File: config.mk
export PLATFORM = sky130hd
export DESIGN_NAME = uart_rx_frontend
export DESIGN_NICKNAME = d
export VERILOG_FILES = /design/src/rtl/uart_pkg.sv /design/src/rtl/uart_baud_tick.sv /design/src/rtl/uart_rx_frontend.sv
export SDC_FILE = /design/constraint.sdc
export NUM_CORES = 1
export LEC_CHECK = 0
export CELL_PAD_IN_SITES_DETAIL_PLACEMENT = 1
export CELL_PAD_IN_SITES_GLOBAL_PLACEMENT = 2
export CORE_MARGIN = 3
export CORE_UTILIZATION = 38
export DETAILED_ROUTE_END_ITERATION = 10
export PLACE_DENSITY_LB_ADDON = 0.1
export SLEW_MARGIN = 0
export SYNTH_ARGS = -nofsm -noshare
export SYNTH_HDL_FRONTEND = slang
export SYNTH_SLANG_ARGS = --single-unit
File: constraint.sdc
create_clock -name clk -period 3.29 [get_ports clk]
set_input_delay 0.4935 -clock clk [delete_from_list [all_inputs] [get_ports clk]]
set_output_delay 0.4935 -clock clk [all_outputs]
set_load 0.03 [all_outputs]
File: src/rtl/uart_pkg.sv
`timescale 1ns/1ps
// Shared UART definitions: receive FSM states, frame width, default rates and divisor helper.
package uart_pkg;

  typedef enum logic [1:0] {
    ST_IDLE  = 2'd0,
    ST_START = 2'd1,
    ST_DATA  = 2'd2,
    ST_STOP  = 2'd3
  } rx_state_e;

  localparam int DATA_BITS    = 8;
  localparam int DEF_CLK_FREQ = 50_000_000;
  localparam int DEF_BAUD     = 115200;

  function automatic int calc_div(input int clk_freq, input int baud, input int os);
    return clk_freq / (baud * os);
  endfunction

endpackage

File: src/rtl/uart_baud_tick.sv
`timescale 1ns/1ps
// Oversample tick generator: one-cycle tick every DIV clocks, held at phase 0 while restart=1.
module uart_baud_tick #(
  parameter int DIV = 27
) (
  input  logic clk,
  input  logic reset,
  input  logic restart,
  output logic tick
);
  localparam int CW = (DIV > 1) ? $clog2(DIV) : 1;
  localparam logic [CW-1:0] LAST = CW'(DIV - 1);

  logic [CW-1:0] cnt;

  always_ff @(posedge clk) begin
    if (reset || restart) cnt <= '0;
    else if (cnt == LAST) cnt <= '0;
    else                  cnt <= cnt + CW'(1);
  end

  assign tick = (cnt == LAST) && !restart;

endmodule

File: src/rtl/uart_rx_frontend.sv
`timescale 1ns/1ps
// 8N1 receive front end: 2-FF sync, oversampled 3-sample majority per bit, one-byte
// holding register on a valid/ready interface with framing-error and overrun pulses.
module uart_rx_frontend
  import uart_pkg::*;
#(
  parameter int CLK_FREQ   = DEF_CLK_FREQ,
  parameter int BAUD       = DEF_BAUD,
  parameter int OVERSAMPLE = 16
) (
  input  logic       clk,
  input  logic       reset,
  input  logic       uart_rx,
  output logic [7:0] rx_data,
  output logic       rx_valid,
  input  logic       rx_ready,
  output logic       frame_err,
  output logic       overrun,
  output logic       busy
);
  localparam int DIV = calc_div(CLK_FREQ, BAUD, OVERSAMPLE);
  localparam int SW  = $clog2(OVERSAMPLE);
  localparam int BW  = $clog2(DATA_BITS);
  localparam int M   = OVERSAMPLE / 2;
  localparam logic [SW-1:0] S_LO  = SW'(M - 1);
  localparam logic [SW-1:0] S_MID = SW'(M);
  localparam logic [SW-1:0] S_DEC = SW'(M + 1);
  localparam logic [SW-1:0] S_END = SW'(OVERSAMPLE - 1);
  localparam logic [BW-1:0] B_END = BW'(DATA_BITS - 1);

  logic                 rx_meta, rxs;
  rx_state_e            state;
  logic                 restart, tick, maj;
  logic [SW-1:0]        s_cnt;
  logic [BW-1:0]        bit_cnt;
  logic [1:0]           smp;
  logic [DATA_BITS-1:0] shreg;

  always_ff @(posedge clk) begin
    if (reset) {rxs, rx_meta} <= 2'b11;
    else       {rxs, rx_meta} <= {rx_meta, uart_rx};
  end

  // Tick phase is pinned to 0 in IDLE so bit timing starts at the detected edge.
  assign restart = (state == ST_IDLE);

  uart_baud_tick #(.DIV(DIV)) u_tick (
    .clk    (clk),
    .reset  (reset),
    .restart(restart),
    .tick   (tick)
  );

  assign maj = (smp[0] & smp[1]) | (smp[0] & rxs) | (smp[1] & rxs);

  always_ff @(posedge clk) begin
    if (reset) begin
      state     <= ST_IDLE;
      s_cnt     <= '0;
      bit_cnt   <= '0;
      smp       <= 2'b11;
      shreg     <= '0;
      rx_data   <= '0;
      rx_valid  <= 1'b0;
      frame_err <= 1'b0;
      overrun   <= 1'b0;
      busy      <= 1'b0;
    end else begin
      frame_err <= 1'b0;
      overrun   <= 1'b0;
      if (rx_valid && rx_ready) rx_valid <= 1'b0;
      case (state)
        ST_IDLE: if (!rxs) begin
          state   <= ST_START;
          busy    <= 1'b1;
          s_cnt   <= '0;
          bit_cnt <= '0;
        end
        default: if (tick) begin
          s_cnt <= (s_cnt == S_END) ? '0 : s_cnt + SW'(1);
          if (s_cnt == S_LO)  smp[0] <= rxs;
          if (s_cnt == S_MID) smp[1] <= rxs;
          case (state)
            ST_START: begin
              if (s_cnt == S_DEC && maj) begin
                state <= ST_IDLE;
                busy  <= 1'b0;
              end else if (s_cnt == S_END) begin
                state <= ST_DATA;
              end
            end
            ST_DATA: begin
              if (s_cnt == S_DEC) shreg <= {maj, shreg[DATA_BITS-1:1]};
              if (s_cnt == S_END) begin
                if (bit_cnt == B_END) state <= ST_STOP;
                bit_cnt <= bit_cnt + BW'(1);
              end
            end
            ST_STOP: begin
              // Decide mid stop bit so a following start edge is seen from IDLE.
              if (s_cnt == S_DEC) begin
                state <= ST_IDLE;
                busy  <= 1'b0;
                if (!maj)                     frame_err <= 1'b1;
                else if (rx_valid && !rx_ready) overrun <= 1'b1;
                else begin
                  rx_data  <= shreg;
                  rx_valid <= 1'b1;
                end
              end
            end
            default: ;
          endcase
        end
      endcase
    end
  end

endmodule

After elaboration in Yosys (flattened, before gate mapping). Index checks and enable logic that the tools add are counted.

Register bits after elaboration: 38. Input port bits: 4. Bits in writable memories: 0. ROM bits: 0. Latch bits: 0. Output and inout port bits: 12. Memories: 0. Logic and storage cells: 100.

Reduce and logical (&&, ||, !) cells: 24. Equality and inequality tests: 15. Add/sub/neg operators: 3. Multiplexer cells: 33. Div/mod/pow operators: 0. Multipliers: 0. Order comparisons: 0. Bitwise gates (word level): 11. Shift-type cells: 0.

Operator list (number): 2-bit two-way mux (8); 4-bit two-way mux (4); 3-bit two-way mux (5); 1-bit two-way mux (14); 4-bit equality test, second input constant (3); 3-bit by 2-bit != test with 1-bit output, second input constant (4); 4-bit AND reduction (2); 7-bit AND reduction (1); 1-bit NOT (6); 2-bit case mux with 3 select lines (1); 3-bit AND reduction (2); 6-bit AND reduction (1); 2-bit nonzero test (3); 6-bit OR reduction (1); 5-bit by 1-bit adder with 5-bit output, second input constant (1); 5-bit equality test, second input constant (1); 5-bit AND reduction (1); 5-bit OR reduction (1); 4-bit by 1-bit adder with 4-bit output, second input constant (1); 2-bit equality test, second input constant (2); 4-bit by 3-bit equality test with 1-bit output, second input constant (1); 1-bit logical AND (4); 4-bit by 3-bit != test with 1-bit output, second input constant (1); 4-bit nonzero test (1); other kinds (13) (17).

Logic depth before layout (Yosys ltp). Gate-level depths: netlist (run 1).

Depth in word-level cells: 8. Depth in mapped cells: 8. Gate-level depth less buffers: 6.

By module. Synthesis (run 1) repeated with hierarchy kept, for this count alone.

Cell total of the unflattened synthesis: 186. Area total of the unflattened synthesis: 1811.7 µm².

By module, submodules not included: uart_rx_frontend (cells each 164, area an instance 1605.3 µm², seq. area each 660.6 µm², times used 1); uart_baud_tick (cells each 22, area an instance 206.4 µm², seq. area each 100.1 µm², times used 1).

Worst setup path before layout (run 1). OpenSTA, ideal clock, no wires.

Path type: register -> register. From: register state[0]. To: register state[1]. Path slack: 1.536 ns. Period minus slack after synthesis: 1.754 ns. Data arrival time: 1.636 ns. Setup time: 0.117 ns. Path buffers: 1. Cell stages (with the launch flop): 8. Required time: 3.173 ns. Cells stage by stage: dfxtp_1 -> inv_1 -> ha_1 -> buf_6 -> a31o_2 -> a311o_1 -> and3_1 -> a32o_1.

Word-level cells in the longest chain between the ends: 5. Elaborated cells between the ends (all ways): 17. Classes of those cells: 8 x eq/ne; 3 x mux; 6 x reduce/logical.

Ends and longest elaborated chain: start: declaration (RTL line uart_rx_frontend.sv:32) `rx_state_e state;`; start signal: assignment (RTL line uart_rx_frontend.sv:58) `state <= ST_IDLE;`; start signal: assignment (RTL line uart_rx_frontend.sv:74) `state <= ST_START;`; start signal: assignment (RTL line uart_rx_frontend.sv:86) `state <= ST_IDLE;`; 2-bit logical NOT (*) (RTL line uart_rx_frontend.sv:45) `assign restart = (state == ST_IDLE);`; via restart (RTL line uart_rx_frontend.sv:33) `logic restart, tick, maj;`; 1-bit logical NOT (RTL line uart_baud_tick.sv:22) `assign tick = (cnt == LAST) && !restart;`; 1-bit logical AND (RTL line uart_baud_tick.sv:22); 2-bit nonzero test (no source line); 7-bit AND reduction (no source line).

The timed path passes the listed nets; every way through them passes the cells marked *. The select of a mux whose other input is x is not followed. A chain may end at the register's enable or synchronous reset.

Worst setup path after layout (run 1).
From: register state[0]. To: register bit_cnt[0].

Word-level cells in the longest chain between the ends: 5. Elaborated cells between the ends (all ways): 10. Classes of those cells: 2 x eq/ne; 1 x mux; 7 x reduce/logical.

Ends and longest elaborated chain: 2-bit logical NOT (*) (RTL line uart_rx_frontend.sv:45); via restart (RTL line uart_rx_frontend.sv:33); 1-bit logical NOT (RTL line uart_baud_tick.sv:22); 1-bit logical AND (RTL line uart_baud_tick.sv:22); 2-bit nonzero test (no source line); 4-bit AND reduction (no source line); end signal: assignment (RTL line uart_rx_frontend.sv:96) `bit_cnt <= bit_cnt + BW'(1);`; end: declaration (RTL line uart_rx_frontend.sv:35) `logic [BW-1:0] bit_cnt;`.

The timed path passes the listed nets; every way through them passes the cells marked *.

==> metrics.md, run 1 <==
| Metric | Value |
|---|---|
| Final setup margin | 0.995 ns |
| Dpl hpwl | 3.00 mm |
| Std cell rows | 24 |
| TNS Setup | 0 ns |
| Final antenna diode count | 0 |
| Startpoint types | flip-flop |
| Largest area contributor in the netlist | dfxtp_1 |
| Antenna violations before repair | 0 |
| Worst vdd ir | 0.000220 V |
| Slew headroom | 54.0% |
| First-pass GRT wire length | 7.07 mm |
| Async set-or-reset flop fraction in the synthesized netlist | 0% |
| Die width | 75.2 um |
| Clock transition at path regs | 0.09 ns |
| Worst EP required | 3.52 ns |
| Final wirelength | 4.21 mm |
| Fmax | 436 MHz |
| DR pass1 iterations | 4 |
| Yosys reg bits | 38 |
| Hold_buf cts | 0 |
| Slowest-stage cell, CP | ha_1 |
| Die area | 5650 um2 |
| Max-Cap Viols | 0 |
| Via density per instance | 5.58 |
| Top Metal Used | met4 |
| Max Root-Sink Buffers | 2 |
| RSZ-0062 raised after global routing | false |
| Drt initial violations | 40 |
| Postcts setup bufs | 0 |
| Synth Area per Inst | 9.28 um2 |
| Most frequent cell after synthesis | dfxtp_1 |
| Synth cell types | 41 |
| Vias in the first global route | 1493 |
| HP Class | flip-flop to flip-flop |
| Power Density | 406 nW/um2 |
| Setup crit end kind | flip-flop |
| Synth top area cells | dfxtp_1 42%, mux2i_1 10%, ha_1 7.6% |
| Fill cells | 515 |
| Cells after synthesis | 196 |
| Final core utilization | 47.0% |
| Grt ovf | 0 |
| Post-synth net total | 211 |
| Final Wtd Congestion | 0.832 |
| Met1 wire length | 1.86 mm |
| Crit-path max FO | 20 |
| Share of the synthesized area in the top cell type | 41.8% |
| Post-Place Cells | 257 |
| Setup violators final | 0 |
| Max incr delay on CP | 0.60 ns |
| Synth warnings | 0 |
| Worst path cell trace | inv_1 -> ha_1 -> nand2b_1 -> o21a_4 -> or4_1 -> a31oi_1 |
| Smallest hold slack | 0.425 ns |
| Num CTS Buffers | 5 |
| Syn Std Cell Area | 1820 um2 |
| Crit share post-route | 69.8% |
| CTS tree | built |
| Fin cells | 265 |
| Detail Route Antenna Nets | 0 |
| Final net count | 227 |
| Initial Util | 40.6% |
| Residual DRC count | 0 |
| Worst slack at placement | 1.01 ns |
| H-Tree Depth | 2 |
| EDFF count, synth | 0 |
| Status | finished clean |
| Most common flop cell mapped by yosys | dfxtp_1 |
| Ports | 16 |
| Share of layout cells above drive strength 1 | 10.3% |
| Core area | 4470 um2 |
| Storage cell area | 761 um2 |
| CP arrival | 2.53 ns |
| Crit Path Category | flip-flop to flip-flop |
| CTS sink count | 38 |
| Pins Over Slew Limit | 0 |
| Post-synthesis sequential area ratio | 41.8% |
| IO buf count | 15 |
| GRT Util Overall | 16.7% |
| Clk_skew | 0.00959 ns |
| DR vias | 1480 |
| Met3 wire len | 136 um |
| Hold Fails Final Rpt | 0 |
| Worst skew pair latency | 0.30 ns |
| Met2 wire len | 2.14 mm |
| Multi-input gate area | 983 um2 |
| CTS root buffer | clkbuf_8 |
| Final period demand of the worst path | 2.30 ns |
| Largest net degree at the start of global routing | 23 |
| Area Overhead vs Synth | 15.7% |
| Worst slew pin tran | 0.689 ns |
| Die Y | 75.2 um |
| Routed wire per std cell | 15.9 um |
| Leakage power | 0.000729 uW |
| CTS-repair resized insts | 0 |
| Commonest cells in the netlist | 38 x dfxtp_1, 27 x nand2_1, 19 x mux2i_1 |
[routing by layer]
metal	up-vias	track usage, %
li1	720	-
met1	725	21.2
met2	25	27.1
met3	10	4.14
met4	0	6.80
met5	-	0
[cell families (layout without fill, tap and decap cells)]
logic type	after synthesis	count (layout)	synth area share, %
compound gates	31	31	11.8
xor+xnor	3	3	1.45
fa+ha+maj	12	12	8.19
buf+inv	17	34	4.06
flops	38	38	41.8
mux	19	19	10.5
simple gates	76	76	22.2
[path summary, 6_finish.rpt]
check / slack, ns / startpoint / to / cells after the start
setup / recovery: 0.99 / state[0] / bit_cnt[0] / 6
setup reg to reg: 0.99 / state[0] / bit_cnt[0] / 6
hold / removal: 0.42 / rx_meta / rxs / 1
hold reg to reg: 0.42 / rx_meta / rxs / 1
[area by class of cell]
cell class                      count  area share [%]
Sequential cell                    38            36.2
Timing Repair Buffer               17            7.85
Tap cell                           52            3.09
Multi-Input combinational cell    141            46.8
Inverter                            9            1.61
Clock buffer                        6            3.93
Clock inverter                      2           0.595
[power by group]
part	total (uW)	switching (uW)	leakage, uW	internal (uW)
registers	467	4.11	0.000307	463
logic	42.2	27.5	0.000375	14.7
clock network	345	176	0.0000472	169
[per-stage QoR]
stage	total power (uW)	cell area, um2
floorplan	507	1820
global placement	519	2010
detailed placement	521	2010
CTS	868	2100
global route	889	2100
finish	854	2100
[registers in the layout, indices dropped and copies added, names as in the netlist]
register	count
overrun	1
shreg	8
bit_cnt	3
rx_valid	1
rxs	1
rx_meta	1
frame_err	1
state	2
s_cnt	4
u_tick.cnt	5
rx_data	8
smp	2
busy	1
[cells in the final DEF, fill, tap and decap left out, types with 3 or more instances in the layout]
cell             instances
clkdlybuf4s50_1         15
nand2_1                 27
a31oi_1                  7
nor2_1                  16
o21ai_0                  7
a21oi_1                  6
nand2b_1                 4
dfxtp_1                 38
mux2i_1                 19
nand3b_1                 3
inv_1                    9
nor3_1                   4
nand3_1                  6
ha_1                    11
clkbuf_8                 6
[worst max-delay path, delay by kind of cell (launching register included)]
kind / cells / cell delay, ns
adders and majority gates: 1 / 0.60
DFF: 1 / 0.37
AOI/OAI and AO/OA: 2 / 0.37
and+or+nand+nor: 2 / 0.76
buffers and inverters: 1 / 0.13
Note: power is estimated with default switching activity, not from simulation.
==> run 2: changes to the inputs <==
CORE_UTILIZATION = 35   (was 38)
clock period = 2.36 ns   (was 3.29 ns; I/O delays follow)
==> metrics.md, run 2 (synthesis results as in run 1) <==
| Metric | Value |
|---|---|
| Sw frac | 21.4% |
| Grt ovf | 0 |
| IO buf count | 15 |
| Final net count | 231 |
| Drt initial violations | 64 |
| HP Class | flip-flop to flip-flop |
| GRT Util Overall | 15.0% |
| Postcts setup bufs | 0 |
| Worst EP required | 2.54 ns |
| Worst vdd ir | 0.000404 V |
| Crit-path max FO | 9 |
| Setup violators final | 0 |
| Fmax | 494 MHz |
| Die area | 6090 um2 |
| Ports | 16 |
| RSZ-0062 raised after global routing | false |
| Hold Fails Final Rpt | 0 |
| Slowest-stage cell, CP | dfxtp_1 |
| CTS sink count | 38 |
| Pins Over Slew Limit | 0 |
| Clock transition at path regs | 0.07 ns |
| H-Tree Depth | 2 |
| Vias in the first global route | 1568 |
| Final wirelength | 4.19 mm |
| CTS tree | built |
| Status | finished clean |
| Dpl hpwl | 3.06 mm |
| Worst slew pin tran | 0.501 ns |
| Final antenna diode count | 0 |
| Std cell rows | 25 |
| Hold_buf cts | 0 |
| TNS Setup | 0 ns |
| Detail Route Antenna Nets | 0 |
| Area Overhead vs Synth | 19.3% |
| CTS root buffer | clkbuf_8 |
| Final Wtd Congestion | 0.787 |
| Num CTS Buffers | 5 |
| Leakage power | 0.000758 uW |
| Worst skew pair latency | 0.28 ns |
| DR vias | 1477 |
| Via density per instance | 5.22 |
| Internal cell power | 1010 uW |
| Routed wire per std cell | 14.8 um |
| First-pass GRT wire length | 7.38 mm |
| Most frequent cells in the layout | 38 x dfxtp_1, 27 x nand2_1, 19 x mux2i_1, 16 x nor2_1, 15 x clkdlybuf4s50_1 |
| Commonest non-fill, non-tap cell in the layout | dfxtp_1 |
| Initial Util | 37.3% |
| CP arrival | 2.20 ns |
| Die Y | 78.1 um |
| Worst path cell trace | inv_1 -> ha_1 -> buf_4 -> o21ai_0 -> o2111ai_1 -> a32o_1 |
| Final period demand of the worst path | 2.02 ns |
| Largest net degree at the start of global routing | 23 |
| Max incr delay on CP | 0.42 ns |
| Regs by FF count | rx_data x8, shreg x8, u_tick.cnt x5 |
| CTS-repair resized insts | 0 |
| Clk_skew | 0.00286 ns |
| Power Density | 591 nW/um2 |
| Antenna violations before repair | 0 |
| Comb power frac | 5.0% |
| Startpoint types | flip-flop |
| Setup crit end kind | flip-flop |
| Final setup margin | 0.336 ns |
| Clk pwr share | 44.3% |
| Max-Cap Viols | 0 |
| Residual DRC count | 0 |
| Core area | 4880 um2 |
| Crit share post-route | 85.8% |
| Max Root-Sink Buffers | 2 |
| Sequential power share | 50.7% |
| DR pass1 iterations | 4 |
| Slew headroom | 66.5% |
| Share of layout cells above drive strength 1 | 11.6% |
| Worst slack at placement | 0.355 ns |
| Crit Path Category | flip-flop to flip-flop |
| Switching power | 274 uW |
| Die width | 78.1 um |
[run 2: changes by cell type in the layout (fill, tap and decap cells not counted), sizes merged]
cell      delta
buf          +4
bufinv       +1
clkinv       -1
clkinvlp     -1
[run 2: path summary, 6_finish.rpt]
path | start | end | slack, ns | depth (start not counted)
min reg2reg | rx_meta | rxs | 0.43 | 1
min | rx_meta | rxs | 0.43 | 1
max | state[0] | state[1] | 0.34 | 6
max reg2reg | state[0] | state[1] | 0.34 | 6
[run 2: layer usage]
layer  wire (um)  track usage, %
met1        1870            17.5
met2        2170            27.2
met3         122            4.13
met4          27            3.15
met5           0               0
[run 2: critical path, delay by kind of cell, from the launching register on]
kind	cells	cell delay, ns
flops	1	0.42
fa+ha+maj	1	0.32
buf+inv	2	0.30
compound gates	3	0.89
[run 2: final cells by class]
cell class	count	area, um2
clock buffer	6	82.6
clock inverter	1	30.0
fill	575	2710
inverter	9	33.8
multi-input combinational	141	983
sequential	38	761
tap	67	83.8
timing repair buffer	21	195
[run 2: stage by stage]
stage | hold WS [ns] | instance area [um2] | power (uW) | instances | utilization [%]
after global routing | 0.454 | 2170 | 1340 | 283 | 44.5
final | 0.429 | 2170 | 1280 | 283 | 44.5
after CTS | 0.431 | 2170 | 1300 | 283 | 44.5
after floorplan | 0.389 | 1820 | 706 | 196 | -
after global placement | 0.403 | 2060 | 728 | 276 | 42.2
after detailed placement | 0.404 | 2060 | 731 | 276 | 42.2
[run 2: power by group through the flow]
stage                     sequential, uW  combinational (uW)  clock (uW)
final                                651                63.9         568
after global placement               666                62.5           0
after CTS                            651                64.9         587
after detailed placement             666                64.4           0
after floorplan                      667                39.5           0
after global routing                 652                70.8         617
==> run 3: changes to the inputs <==
CORE_UTILIZATION = 38   (was 35)
clock period = 2.4 ns   (was 2.36 ns; I/O delays follow)
==> metrics.md, run 3 (synthesis results as in run 1) <==
| Metric | Value |
|---|---|
| Clk_skew | 0.00617 ns |
| CTS root buffer | clkbuf_8 |
| Worst slew pin tran | 0.670 ns |
| Crit Path Category | flip-flop to flip-flop |
| Leakage power | 0.000734 uW |
| Fmax | 458 MHz |
| GRT Util Overall | 16.5% |
| CP arrival | 2.40 ns |
| IO buf count | 15 |
| HP Class | flip-flop to flip-flop |
| Ports | 16 |
| CTS tree | built |
| Crit-path max FO | 17 |
| Pins Over Slew Limit | 0 |
| Via density per instance | 5.61 |
| Worst slack at placement | 0.254 ns |
| Final period demand of the worst path | 2.18 ns |
| Dpl hpwl | 3.07 mm |
| Final instance area | 2110 um2 |
| Most frequent cells in the layout | 38 x dfxtp_1, 27 x nand2_1, 19 x mux2i_1, 16 x nor2_1, 15 x clkdlybuf4s50_1 |
| Crit share post-route | 91.0% |
| Final Wtd Congestion | 0.761 |
| Vias in the first global route | 1565 |
| Post-Place Cell Area | 2030 um2 |
| Area Overhead vs Synth | 16.1% |
| Final net count | 230 |
| Fin cells | 267 |
| Final setup margin | 0.216 ns |
| RSZ-0062 raised after global routing | false |
| DR vias | 1498 |
| CTS sink count | 38 |
| Smallest hold slack | 0.427 ns |
| Num CTS Buffers | 5 |
| Routed wire per std cell | 16.0 um |
| Max incr delay on CP | 0.53 ns |
| Largest net degree at the start of global routing | 23 |
| Grt ovf | 0 |
| Power Density | 532 nW/um2 |
| Postcts setup bufs | 0 |
| Residual DRC count | 0 |
| Status | finished clean |
| Max-Cap Viols | 0 |
| Storage cell area | 761 um2 |
| DR pass1 iterations | 4 |
| Final wirelength | 4.26 mm |
| Drt initial violations | 67 |
| First-pass GRT wire length | 7.11 mm |
| Worst vdd ir | 0.000261 V |
| Post-Place Cells | 260 |
| Core area | 4470 um2 |
| Worst EP required | 2.62 ns |
| Die width | 75.2 um |
| Initial Util | 40.6% |
| Antenna violations before repair | 0 |
| Die Y | 75.2 um |
| Clock transition at path regs | 0.08 ns |
| Multi-input gate area | 983 um2 |
| Setup violators final | 0 |
| CTS-repair resized insts | 0 |
| Hold Fails Final Rpt | 0 |
| Detail Route Antenna Nets | 0 |
| TNS Setup | 0 ns |
| Setup crit end kind | flip-flop |
| Final antenna diode count | 0 |
| Startpoint types | flip-flop |
| Die area | 5650 um2 |
| Slew headroom | 55.3% |
| Commonest non-fill, non-tap cell in the layout | dfxtp_1 |
| Hold_buf cts | 0 |
| Worst path cell trace | inv_1 -> ha_1 -> nand2b_1 -> o21a_4 -> or4_1 -> a31oi_1 |
| Slowest-stage cell, CP | ha_1 |
| H-Tree Depth | 2 |
| Worst skew pair latency | 0.29 ns |
| Max Root-Sink Buffers | 2 |
| Std cell rows | 24 |
| R2R setup slack | 0.22 ns |
| Fill cells | 523 |
| Share of layout cells above drive strength 1 | 10.7% |
| Regs by FF count | rx_data x8, shreg x8, u_tick.cnt x5 |
==> run 3: power breakdown <==
part / internal (uW) / switching [uW]
Combinational: 22.9 / 39.2
Sequential: 635 / 5.18
Clock: 199 / 222
==> run 3: path summary, 6_finish.rpt <==
| kind | startpoint | to | cells past startpoint |
|---|---|---|---|
| setup reg to reg | state[0] | bit_cnt[0] | 6 |
| hold reg to reg | rx_meta | rxs | 1 |
| setup / recovery | state[0] | bit_cnt[0] | 6 |
| hold / removal | rx_meta | rxs | 1 |
==> run 3: final cells by class <==
cell class | count | share of cell area [%]
multi-input combinational | 141 | 46.6
clock buffer | 6 | 3.44
timing repair buffer | 20 | 8.89
tap | 52 | 3.08
sequential | 38 | 36.0
clock inverter | 1 | 0.356
inverter | 9 | 1.60
==> run 3: per-stage QoR <==
stage	power, uW	utilization [%]
after global placement	715	45.4
after floorplan	695	-
final	1120	47.2
after CTS	1140	47.2
after detailed placement	717	45.4
after global routing	1180	47.2
==> run 3: worst max-delay path, delay by kind of cell, from the launching register on <==
| family | cells | cell delay [ns] |
|---|---|---|
| fa+ha+maj | 1 | 0.53 |
| simple gates | 2 | 0.74 |
| buf+inv | 1 | 0.10 |
| flops | 1 | 0.36 |
| compound gates | 2 | 0.38 |
==> run 3: routing by layer <==
metal	part of all wire (%)	wire length, um	vias up	global-route usage, %
met5	0	0	-	0
met4	2.0	85	0	6.02
met3	3.4	146	10	4.67
met2	51	2180	23	28.6
met1	43	1850	743	19.2
li1	-	-	722	-
==> RTL edit: new RTL, flow settings as in run 1 <==
Change the package constant `DEF_BAUD` from 115200 to 57600.
--- a/src/rtl/uart_pkg.sv
+++ b/src/rtl/uart_pkg.sv
@@ -13,3 +13,3 @@
   localparam int DEF_CLK_FREQ = 50_000_000;
-  localparam int DEF_BAUD     = 115200;
+  localparam int DEF_BAUD     = 57600;
 
Function: no difference found for any inputs over 10 cycles, from zero or initial values and one cycle with reset high; that may be too few to reach the edited logic, so the function may still have changed.
==> RTL edit against run 1 <==
Count of clock-buffer cells in the layout down 1. Total power down 5.2%. Routed wire length down 7.6%. Sequential cell count up 1. Critical path type unchanged. Largest power group unchanged. Area after synthesis down 3.1%. Setup slack worse by 0.31 ns. Highest routed layer unchanged. Clock skew down 0.0064 ns. Cell area down 3.7%.
==> RTL edit: results (changes against run 1) <==
| Metric | Value |
|---|---|
| Outcome | `complete, no violations` |
| Total number of multi-input combinational cells | `128 (-9.2%)` |
| Crit Path Max Fanout | `13 (-35%)` |
| Nets | `212 (-6.6%)` |
| Area occupied by multi-input gates | `918 um^2 (-6.6%)` |
| Largest registers | `rx_data x8, shreg x8, u_tick.cnt x6` |
| Post-Syn Nets | `196 (-7.1%)` |
| Total cell area at the placement stage | `1950 um^2 (-3.0%)` |
| Setup Slack @ Placement | `0.701 ns (-0.314 ns)` |
| Vias in the first global route | `1371 (-8.2%)` |
| Chip Width | `74.1 um (-1.4%)` |
| WHS | `0.421 ns (-0.00346 ns)` |
| Relative area of clock buffers and inverters in the final design | `0.0377 (-0.00751)` |
| Number of different library cells in the post-synthesis netlist | `42 (+2.4%)` |
| Post-synth top cells | `39 x dfxtp_1, 29 x nor2_1, 18 x mux2i_1` |
| Proportion of layout cells with a drive suffix above 1 | `0.0714 (-0.0319)` |
| Routed via count divided by cell count | `5.39 (-3.5%)` |
| Share of cell area taken by flip-flops and latches | `0.386 (+0.0240)` |
| Plain + repair buffers | `16 (-1)` |
| Post-Synthesis Mean Instance Area | `9.73 um^2 (+4.9%)` |
| Count of clock tree sinks | `39 (+2.6%)` |
| Layout Cells excl Fill | `248 (-6.4%)` |
| Average wire per standard cell | `15.7 um (-1.3%)` |
| Relative max-transition margin | `0.593 (+0.0530)` |
| Worst-Skew Late Latency | `0.28 ns (-0.02 ns)` |
| Setup Skew | `0.00320 ns (-0.00639 ns)` |
| First-iteration detailed-routing DRC count | `54 (+35%)` |
| Critical Path AT | `2.79 ns (+0.26 ns)` |
| Number of ordinary inverters in the final layout | `7 (-2)` |
| Worst vdd ir | `0.203 mV (-7.8%)` |
| Largest stage delay on the critical path | `0.63 ns (+0.03 ns)` |
| Maximum number of pins on one net before global-route repair | `19 (-17%)` |
| Global-route total usage across every layer | `0.159 (-0.00774)` |
| Clock buf count | `5 (-1)` |
| Number of filler cells placed in the layout | `503 (-2.3%)` |
==> RTL edit: cell types whose count changed after synthesis, sizes merged, moves of 3 or more <==
cell,before,now
nand2,27,6
or4,4,1
nor3,5,1
nor2,16,29
nand2b,4,8
a31oi,7,1
or3,0,3
o21ai,7,1
==> RTL edit: cells by family (layout without fill, tap and decap cells) <==
group	count (synthesis)	in the layout	share of synthesized area
simple gates	72	72	0.224
flops	39	39	0.443
compound gates	20	20	0.0774
mux	20	20	0.115
buf+inv	14	29	0.0355
fa+ha+maj	12	12	0.0845
xor+xnor	4	4	0.0199
==> RTL edit: routing by layer <==
layer	track usage	part of all wire	vias to the layer above
li1	-	-	658
met1	0.190	0.45	656
met2	0.279	0.51	17
met3	0.0419	0.030	6
met4	0.0483	0.011	0
met5	0	0	-
==> RTL edit: report_power, final <==
part	total (mW)	leakage [nW]	switching, mW	internal (mW)
Sequential	0.478	0.315	0.00291	0.475
Combinational	0.0347	0.464	0.0207	0.0140
Clock	0.297	0.0361	0.156	0.141
